==> config.mk <==
export PLATFORM = sky130hd
export DESIGN_NAME = cr_axi4s_pkt_arb
export DESIGN_NICKNAME = d
export VERILOG_FILES = /design/src/rtl/cr_axi4s_pkt_arb.sv
export SDC_FILE = /design/constraint.sdc
export NUM_CORES = 1
export LEC_CHECK = 0
export CORE_MARGIN = 2
export CORE_UTILIZATION = 37
export CTS_BUF_LIST = sky130_fd_sc_hd__clkbuf_8
export DETAILED_ROUTE_END_ITERATION = 6
export GPL_TIMING_DRIVEN = 0
export PLACE_DENSITY = 0.89
export SLEW_MARGIN = 20
export SYNTH_ARGS = -nofsm -noshare
export SYNTH_HDL_FRONTEND = slang
export SYNTH_SLANG_ARGS = --single-unit
==> constraint.sdc <==
create_clock -name clk -period 2.2 [get_ports clk]
set_input_delay 0.44 -clock clk [delete_from_list [all_inputs] [get_ports clk]]
set_output_delay 0.44 -clock clk [all_outputs]
set_load 0.05 [all_outputs]
==> src/rtl/cr_axi4s_pkt_arb.sv <==
`default_nettype none
// +----------------------------------------------------------------------+
// | cr_axi4s_pkt_arb                                                     |
// | Packet-level round-robin arbiter merging N_PORTS FWFT FIFO read      |
// | sides onto one registered AXI4-stream master beat.                   |
// | Rev 1.0 - initial release                                            |
// +----------------------------------------------------------------------+

package cr_axi4s_pkt_arb_pkg;

  typedef struct packed {
    logic        tvalid;
    logic        tlast;
    logic [3:0]  tkeep;
    logic [31:0] tdata;
  } axi4s_dp_bus_t;

  typedef struct packed {
    logic tready;
  } axi4s_dp_rdy_t;

endpackage

module cr_axi4s_pkt_arb
  import cr_axi4s_pkt_arb_pkg::*;
#(
  parameter int N_PORTS = 4
) (
  input  logic                           clk,
  input  logic                           rst_n,
  input  axi4s_dp_bus_t [N_PORTS-1:0]    slv_out,
  input  logic [N_PORTS-1:0]             slv_empty,
  output logic [N_PORTS-1:0]             slv_rd,
  input  logic [N_PORTS-1:0]             port_en,
  output axi4s_dp_bus_t                  axi4s_ob_out,
  input  axi4s_dp_rdy_t                  axi4s_ob_in,
  output logic                           arb_busy,
  output logic [$clog2(N_PORTS)-1:0]     arb_grant_id
);

  localparam int GW = $clog2(N_PORTS);

  typedef enum logic [0:0] {
    ST_IDLE = 1'b0,
    ST_XFER = 1'b1
  } state_t;

  state_t          state_q, state_d;
  logic [GW-1:0]   grant_q, grant_d;
  logic [GW-1:0]   last_q, last_d;
  axi4s_dp_bus_t   ob_q, ob_d;

  logic [N_PORTS-1:0] cand;
  logic [GW-1:0]      idx;
  logic               found;
  logic               load;

  // Next-state, round-robin pick and output-register update
  always_comb begin
    state_d = state_q;
    grant_d = grant_q;
    last_d  = last_q;
    ob_d    = ob_q;
    slv_rd  = '0;
    load    = 1'b0;
    found   = 1'b0;
    idx     = '0;
    cand    = port_en & ~slv_empty;

    // A consumed beat retires; fields are kept, only valid drops
    if (axi4s_ob_in.tready) begin
      ob_d.tvalid = 1'b0;
    end

    case (state_q)
      ST_IDLE: begin
        // Search upward from the port after the last winner, with wrap
        for (int i = 1; i <= N_PORTS; i++) begin
          idx = GW'((int'(last_q) + i) % N_PORTS);
          if (!found && cand[idx]) begin
            found   = 1'b1;
            grant_d = idx;
          end
        end
        if (found) begin
          last_d  = grant_d;
          state_d = ST_XFER;
        end
      end
      ST_XFER: begin
        // Pop only when data exists and the output slot is free or draining
        load = ~slv_empty[grant_q] & (~ob_q.tvalid | axi4s_ob_in.tready);
        if (load) begin
          slv_rd[grant_q] = 1'b1;
          ob_d            = slv_out[grant_q];
          ob_d.tvalid     = 1'b1;
          if (slv_out[grant_q].tlast) begin
            state_d = ST_IDLE;
          end
        end
      end
      default: state_d = ST_IDLE;
    endcase
  end

  // State, grant and output beat registers; reset drops any beat in flight
  always_ff @(posedge clk or negedge rst_n) begin
    if (!rst_n) begin
      state_q <= ST_IDLE;
      grant_q <= '0;
      last_q  <= GW'(N_PORTS - 1);
      ob_q    <= '0;
    end else begin
      state_q <= state_d;
      grant_q <= grant_d;
      last_q  <= last_d;
      ob_q    <= ob_d;
    end
  end

  assign axi4s_ob_out = ob_q;
  assign arb_busy     = (state_q == ST_XFER);
  assign arb_grant_id = grant_q;

endmodule

`default_nettype wire

**Word-level counts from Yosys, hierarchy flattened**

Cells that the tools add are included.

- Muxes and demuxes: 35
- Reductions and logical operators: 9
- Bitwise gates (word level): 7
- $add $sub $neg: 4
- Order comparisons: 6

Operator list:

| cell | number |
|---|---|
| $bmux W38 S2 | 1 |
| $mux W38 | 2 |
| $mux W37 | 1 |
| $mux W1 | 18 |
| $lt A2 B3 Y1 const B | 5 |
| $bmux W1 S2 | 5 |
| $mux W2 | 4 |
| $mux W4 | 2 |
| $add A2 B1 Y2 const B | 2 |
| $add A2 B2 Y2 const B | 2 |
| $and A4 B4 Y4 | 1 |
| $logic_and A1 B1 Y1 | 4 |
| $not A4 Y4 | 1 |
| $reduce_and A2 Y1 | 2 |
| $logic_not A1 Y1 | 3 |
| $not A1 Y1 | 3 |
| $demux W1 S2 | 1 |
| $ge A2 B1 Y1 const B | 1 |
| $pmux W1 S2 | 1 |
| $and A1 B1 Y1 | 1 |
| $or A1 B1 Y1 | 1 |

- Output and inout bits: 45
- Input port bits: 163
- Bits in registers: 43
- Logic and storage cells: 68

**Logic depth before layout (Yosys ltp)**

- Depth in word-level cells: 20
- Gate-level depth with buffers: 7

**Least setup slack after synthesis**

OpenSTA, ideal clock, no wires.

- Kind: reg2out
- From: register grant_q[1], in the netlist arb_grant_id[1]
- To: output slv_rd[0]
- Buffers on the path: 2
- Arrival: 2.985 ns
- Required time: 1.760 ns
- Setup slack: -1.225 ns
- Stages on the path, launching flop included: 7
- Cells stage by stage: dfrtp_1 buf_6 mux4_2 nand2b_4 a21oi_4 buf_6 nor3b_1

- Cells in the longest elaborated chain, start to end: 6

Ends and longest elaborated chain:

| element | RTL line | text |
|---|---|---|
| from (decl) | 49 | `logic [GW-1:0] grant_q, grant_d;` |
| from (signal assigned) | 115 | `grant_q <= grant_d;` |
| $lt A2 B3 Y1 (implied by the code) (tied with other cells) | 94 | `slv_rd[grant_q] = 1'b1;` |
| $logic_and A1 B1 Y1 (implied by the code) or $mux W1 (tied branches) | 94, 92 |  |
| $mux W1 (implied by the code) or $not A1 Y1 (tied branches) | 94, 92 |  |
| $demux W1 S2 or $and A1 B1 Y1 (tied branches) | 94, 92 |  |
| $mux W4 * | 93 | `if (load) begin` |
| $mux W4 * | 75 | `case (state_q)` |
| to (decl) | 33 | `output logic [N_PORTS-1:0] slv_rd,` |

Every way passes the cells marked *; elsewhere a longest branch is shown, timed or not. The select of a mux whose other input is x is not followed.

**Worst setup path after layout**

Same ends and word-level chain as after synthesis.

==> results.rst <==
.. list-table::
   :header-rows: 1

   * - Metric
     - Value
   * - Total number of vias
     - 2871
   * - Dominant cells by area after synthesis
     - sky130_fd_sc_hd__dfrtp_1 (34%), sky130_fd_sc_hd__mux4_2 (28%), sky130_fd_sc_hd__mux2_4 (9.8%)
   * - Number of standard cells in the layout, taps in and fillers out
     - 541
   * - Wire length of the first global-routing pass
     - 15130 um
   * - Utilization after layout
     - 0.6656
   * - Total Wirelength
     - 10210 um
   * - Post-route fraction of the period consumed by the critical path
     - 1.119
   * - Critical path's slowest cell
     - sky130_fd_sc_hd__mux4_2
   * - CP Data Arrival Time
     - 2.02 ns
   * - Chip Height
     - 94.89 um
   * - DIE AREA
     - 9004 um^2
   * - Via density per instance
     - 5.307
   * - Cells after synthesis
     - 220
   * - Number of DRC markers after the initial detailed-route iteration
     - 89
   * - Commonest cells after routing, fill and taps aside
     - sky130_fd_sc_hd__clkdlybuf4s50_1 (194), sky130_fd_sc_hd__dfrtp_1 (40), sky130_fd_sc_hd__mux4_2 (38), sky130_fd_sc_hd__mux2_4 (20), sky130_fd_sc_hd__mux2_2 (16)
   * - Placed instance area
     - 5268 um^2
   * - Count of nets left with antenna violations after detail routing
     - 0
   * - Fin nets
     - 598
   * - Total of flip-flops plus latches after synthesis
     - 43
   * - Total number of H-tree levels
     - 2
   * - Static leakage power
     - 2.093 nW
   * - Final estimated routing congestion in global placement
     - 0.8578
   * - CP Capture Point
     - slv_rd[0]
   * - Diode count
     - 0
   * - Worst r2r src
     - arb_grant_id[1]
   * - Power density over the cells
     - 1394 nW/um^2
   * - All-Layer GR Usage
     - 0.2185
   * - Synthesized area divided by synthesized cell count
     - 13.89 um^2
   * - CORE AREA
     - 8093 um^2
   * - Nets in the synthesized netlist
     - 383
   * - Number of standard-cell rows in the floorplan
     - 33
   * - Cell variety after synth
     - 41
   * - Max Cap Violations
     - 0
   * - Routed wire length per instance
     - 18.87 um
   * - Quantity of I/O buffers inserted on ports
     - 203
   * - I/O pins
     - 208
   * - Antenna violations before repair
     - 0
   * - Horizontal extent of the die
     - 94.89 um
   * - Detailed-routing iteration count for the pre-antenna-repair pass
     - 4
   * - Worst slew margin
     - 0.5931
   * - Post-synth top flop
     - sky130_fd_sc_hd__dfrtp_1
   * - Type of the worst setup path
     - reg -> out
   * - Clock sinks
     - 43
   * - Post-synthesis share of cell area spent on and, or, nand and nor gates
     - 0.08064
   * - Cell taking the most area after synthesis
     - sky130_fd_sc_hd__dfrtp_1
   * - Buffers plus inverters on the worst setup path
     - 2
   * - Max Fanout on Critical Path
     - 7
   * - Number of CTS-inserted buffers
     - 5
   * - Synth Area in XOR/XNOR
     - 0
   * - Number of hold violations in the final report
     - 0
   * - Placed Instances
     - 529
   * - Highest cell delay on the worst timing path
     - 0.51 ns
   * - Design Area, Final
     - 5386 um^2
   * - Cell area after synthesis
     - 3057 um^2
   * - Clock Tree Buf Depth
     - 2
   * - Area share of the leading cell type in the synthesized netlist
     - 0.3357
   * - Clock tree from TritonCTS
     - yes
   * - Worst flop-to-flop path endpoint
     - axi4s_ob_out[8]
   * - Transition time at the pin with the least slew margin
     - 0.6103 ns
   * - Worst-case setup slack after placement
     - -1.259 ns
   * - Multi-input combinational cell area
     - 1856 um^2
   * - Share of synthesized area spent on multiplexers
     - 0.4478
   * - Synth-to-Final Area Change
     - 76.22%
   * - Initial core utilization
     - 0.3777
   * - Worst path depth
     - 6
   * - Arithmetic-cell share of the synthesized area counting full adders, half adders and majority gates
     - 0
   * - WP data required
     - 1.76 ns
   * - R2r worst-path depth
     - 6
   * - Share of flip-flops with an asynchronous set or reset after synthesis
     - 1.000
   * - Number of global-route vias before repair
     - 3052
   * - Final period demand of the worst path
     - 2.462 ns
   * - F_max
     - 406.2 MHz
   * - Most used cell along the critical path
     - sky130_fd_sc_hd__buf_6
   * - Count of warnings emitted by yosys
     - 0
   * - Leading cell type in the layout, fill and taps excluded
     - sky130_fd_sc_hd__clkdlybuf4s50_1
   * - Total grt overflow
     - 0
   * - Launch point of the worst path
     - arb_grant_id[1]
   * - Type of element launching the critical path
     - register
   * - Number of flops mapped to enable cells by yosys
     - 0
   * - Worst-case vdd ir drop
     - 0.6941 mV
   * - Failing checks
     - setup timing
   * - Area taken by flip-flops and latches
     - 1080 um^2
   * - Final worst clock skew
     - 0.009370 ns
   * - Source-to-sink clock delay at the later pin of the worst-skew pair
     - 0.29 ns
   * - Kind of end point of the critical path
     - primary output
   * - Setup-failing EPs final
     - 4
   * - Main combinational cell family by area after synthesis
     - multiplexers
   * - Largest net degree at the start of global routing
     - 23
   * - Clock slew seen by the registers of the worst setup and hold paths
     - 0.09 ns
   * - Filler Cell Count
     - 631
   * - Cells traversed along the worst timing path
     - mux4_2, nand2b_4, a21oi_4, buf_6, nor3b_4, buf_6
   * - Share of final-layout standard cells stronger than drive strength 1
     - 0.2615
   * - Fraction of the yosys area taken by sequential cells
     - 0.3528
   * - Reg2Reg Setup Slack
     - 0.19 ns
   * - Compound-gate portion of the synthesized area
     - 0.07041
   * - Path class of the lowest-slack min-delay path
     - in -> async
   * - HPWL reported at the end of detailed placement
     - 8331 um
   * - Outcome
     - finished with violations
   * - Setup repair after global routing missed its margin
     - yes
   * - Cell family with most CP delay
     - multiplexers
   * - Clock root cell
     - sky130_fd_sc_hd__clkbuf_8
   * - Post-layout worst setup margin
     - -0.2618 ns
   * - Slew Limit Fails
     - 0
   * - Total DRC errors in the routed layout
     - 0
-- metrics by stage --
stage	total power, W	setup TNS [ns]	hold WS (ns)
final	0.007507	-0.9625	0.1274
after global routing	0.007889	-1.327	0.1644
after detailed placement	0.006985	-15.70	0.4710
after floorplan	0.005348	-1.242	0.1444
after global placement	0.006862	-31.80	0.4732
after CTS	0.007576	-1.233	0.1401
-- cell usage after synthesis, types with 2 or more instances --
master / number
sky130_fd_sc_hd__dfrtp_1: 41
sky130_fd_sc_hd__nor2b_1: 6
sky130_fd_sc_hd__dfstp_2: 2
sky130_fd_sc_hd__nor3_1: 5
sky130_fd_sc_hd__nand2b_1: 6
sky130_fd_sc_hd__mux2_4: 20
sky130_fd_sc_hd__buf_6: 6
sky130_fd_sc_hd__clkbuf_1: 10
sky130_fd_sc_hd__mux2_1: 2
sky130_fd_sc_hd__and3_1: 3
sky130_fd_sc_hd__inv_1: 2
sky130_fd_sc_hd__nor4_1: 2
sky130_fd_sc_hd__nor2_1: 3
sky130_fd_sc_hd__buf_2: 4
sky130_fd_sc_hd__mux2_2: 16
sky130_fd_sc_hd__or3_1: 2
sky130_fd_sc_hd__o31ai_1: 3
sky130_fd_sc_hd__buf_1: 2
sky130_fd_sc_hd__a21o_1: 2
sky130_fd_sc_hd__a21oi_1: 10
sky130_fd_sc_hd__mux4_2: 38
sky130_fd_sc_hd__nand2_1: 7
sky130_fd_sc_hd__o211ai_1: 2
sky130_fd_sc_hd__o21ai_0: 9
-- worst min path at each step --
stage	from	to	slack, ns	cells after the start
detailed placement	rst_n	axi4s_ob_out[23]	0.47	1
global route	rst_n	axi4s_ob_out[23]	0.16	1
floorplan	rst_n	arb_busy	0.14	0
global placement	axi4s_ob_out[34]	axi4s_ob_out[34]	0.47	1
finish	rst_n	axi4s_ob_out[25]	0.13	1
CTS	rst_n	axi4s_ob_out[23]	0.14	1
-- registers in the layout, summed over array words and instances, names as in the netlist --
name	count
arb_grant_id	2
axi4s_ob_out	38
arb_busy	1
last_q	2
-- power by group --
| group | switching (W) | total [W] | internal, W |
|---|---|---|---|
| combinational | 0.00291 | 0.00553 | 0.00262 |
| sequential | 0.000252 | 0.00149 | 0.00123 |
| clock | 0.000271 | 0.000488 | 0.000218 |
-- logic make-up (layout without fill, tap and decap cells) --
family	count (synthesis)	count (layout)
AO/OA/AOI/OAI	33	33
buffers and inverters	25	241
flip-flops	43	43
multiplexers	77	77
AND/OR/NAND/NOR	42	42
-- area by class of cell --
type                            instances  area share
Multi-Input combinational cell        152      0.3445
Buffer                                 22     0.02439
Inverter                                2    0.001394
Timing Repair Buffer                  209      0.3891
Clock inverter                          3    0.003020
Tap cell                              105     0.02439
Sequential cell                        43      0.2005
Clock buffer                            5     0.01278
-- timing repair --
item                       in CTS  in global routing
gates resized for setup        33                  2
hold buffers                    0                  0
buffers inserted                4                  1
setup endpoints to repair       4                  5
-- routing by layer --
metal	up-vias	global-route usage	share of wire
met4	0	0.06280	0.017
met1	1416	0.2576	0.37
met3	16	0.04549	0.082
met5	-	0	0
li1	1294	-	-
met2	145	0.3995	0.53
Note: power is estimated with default switching activity, not from simulation.
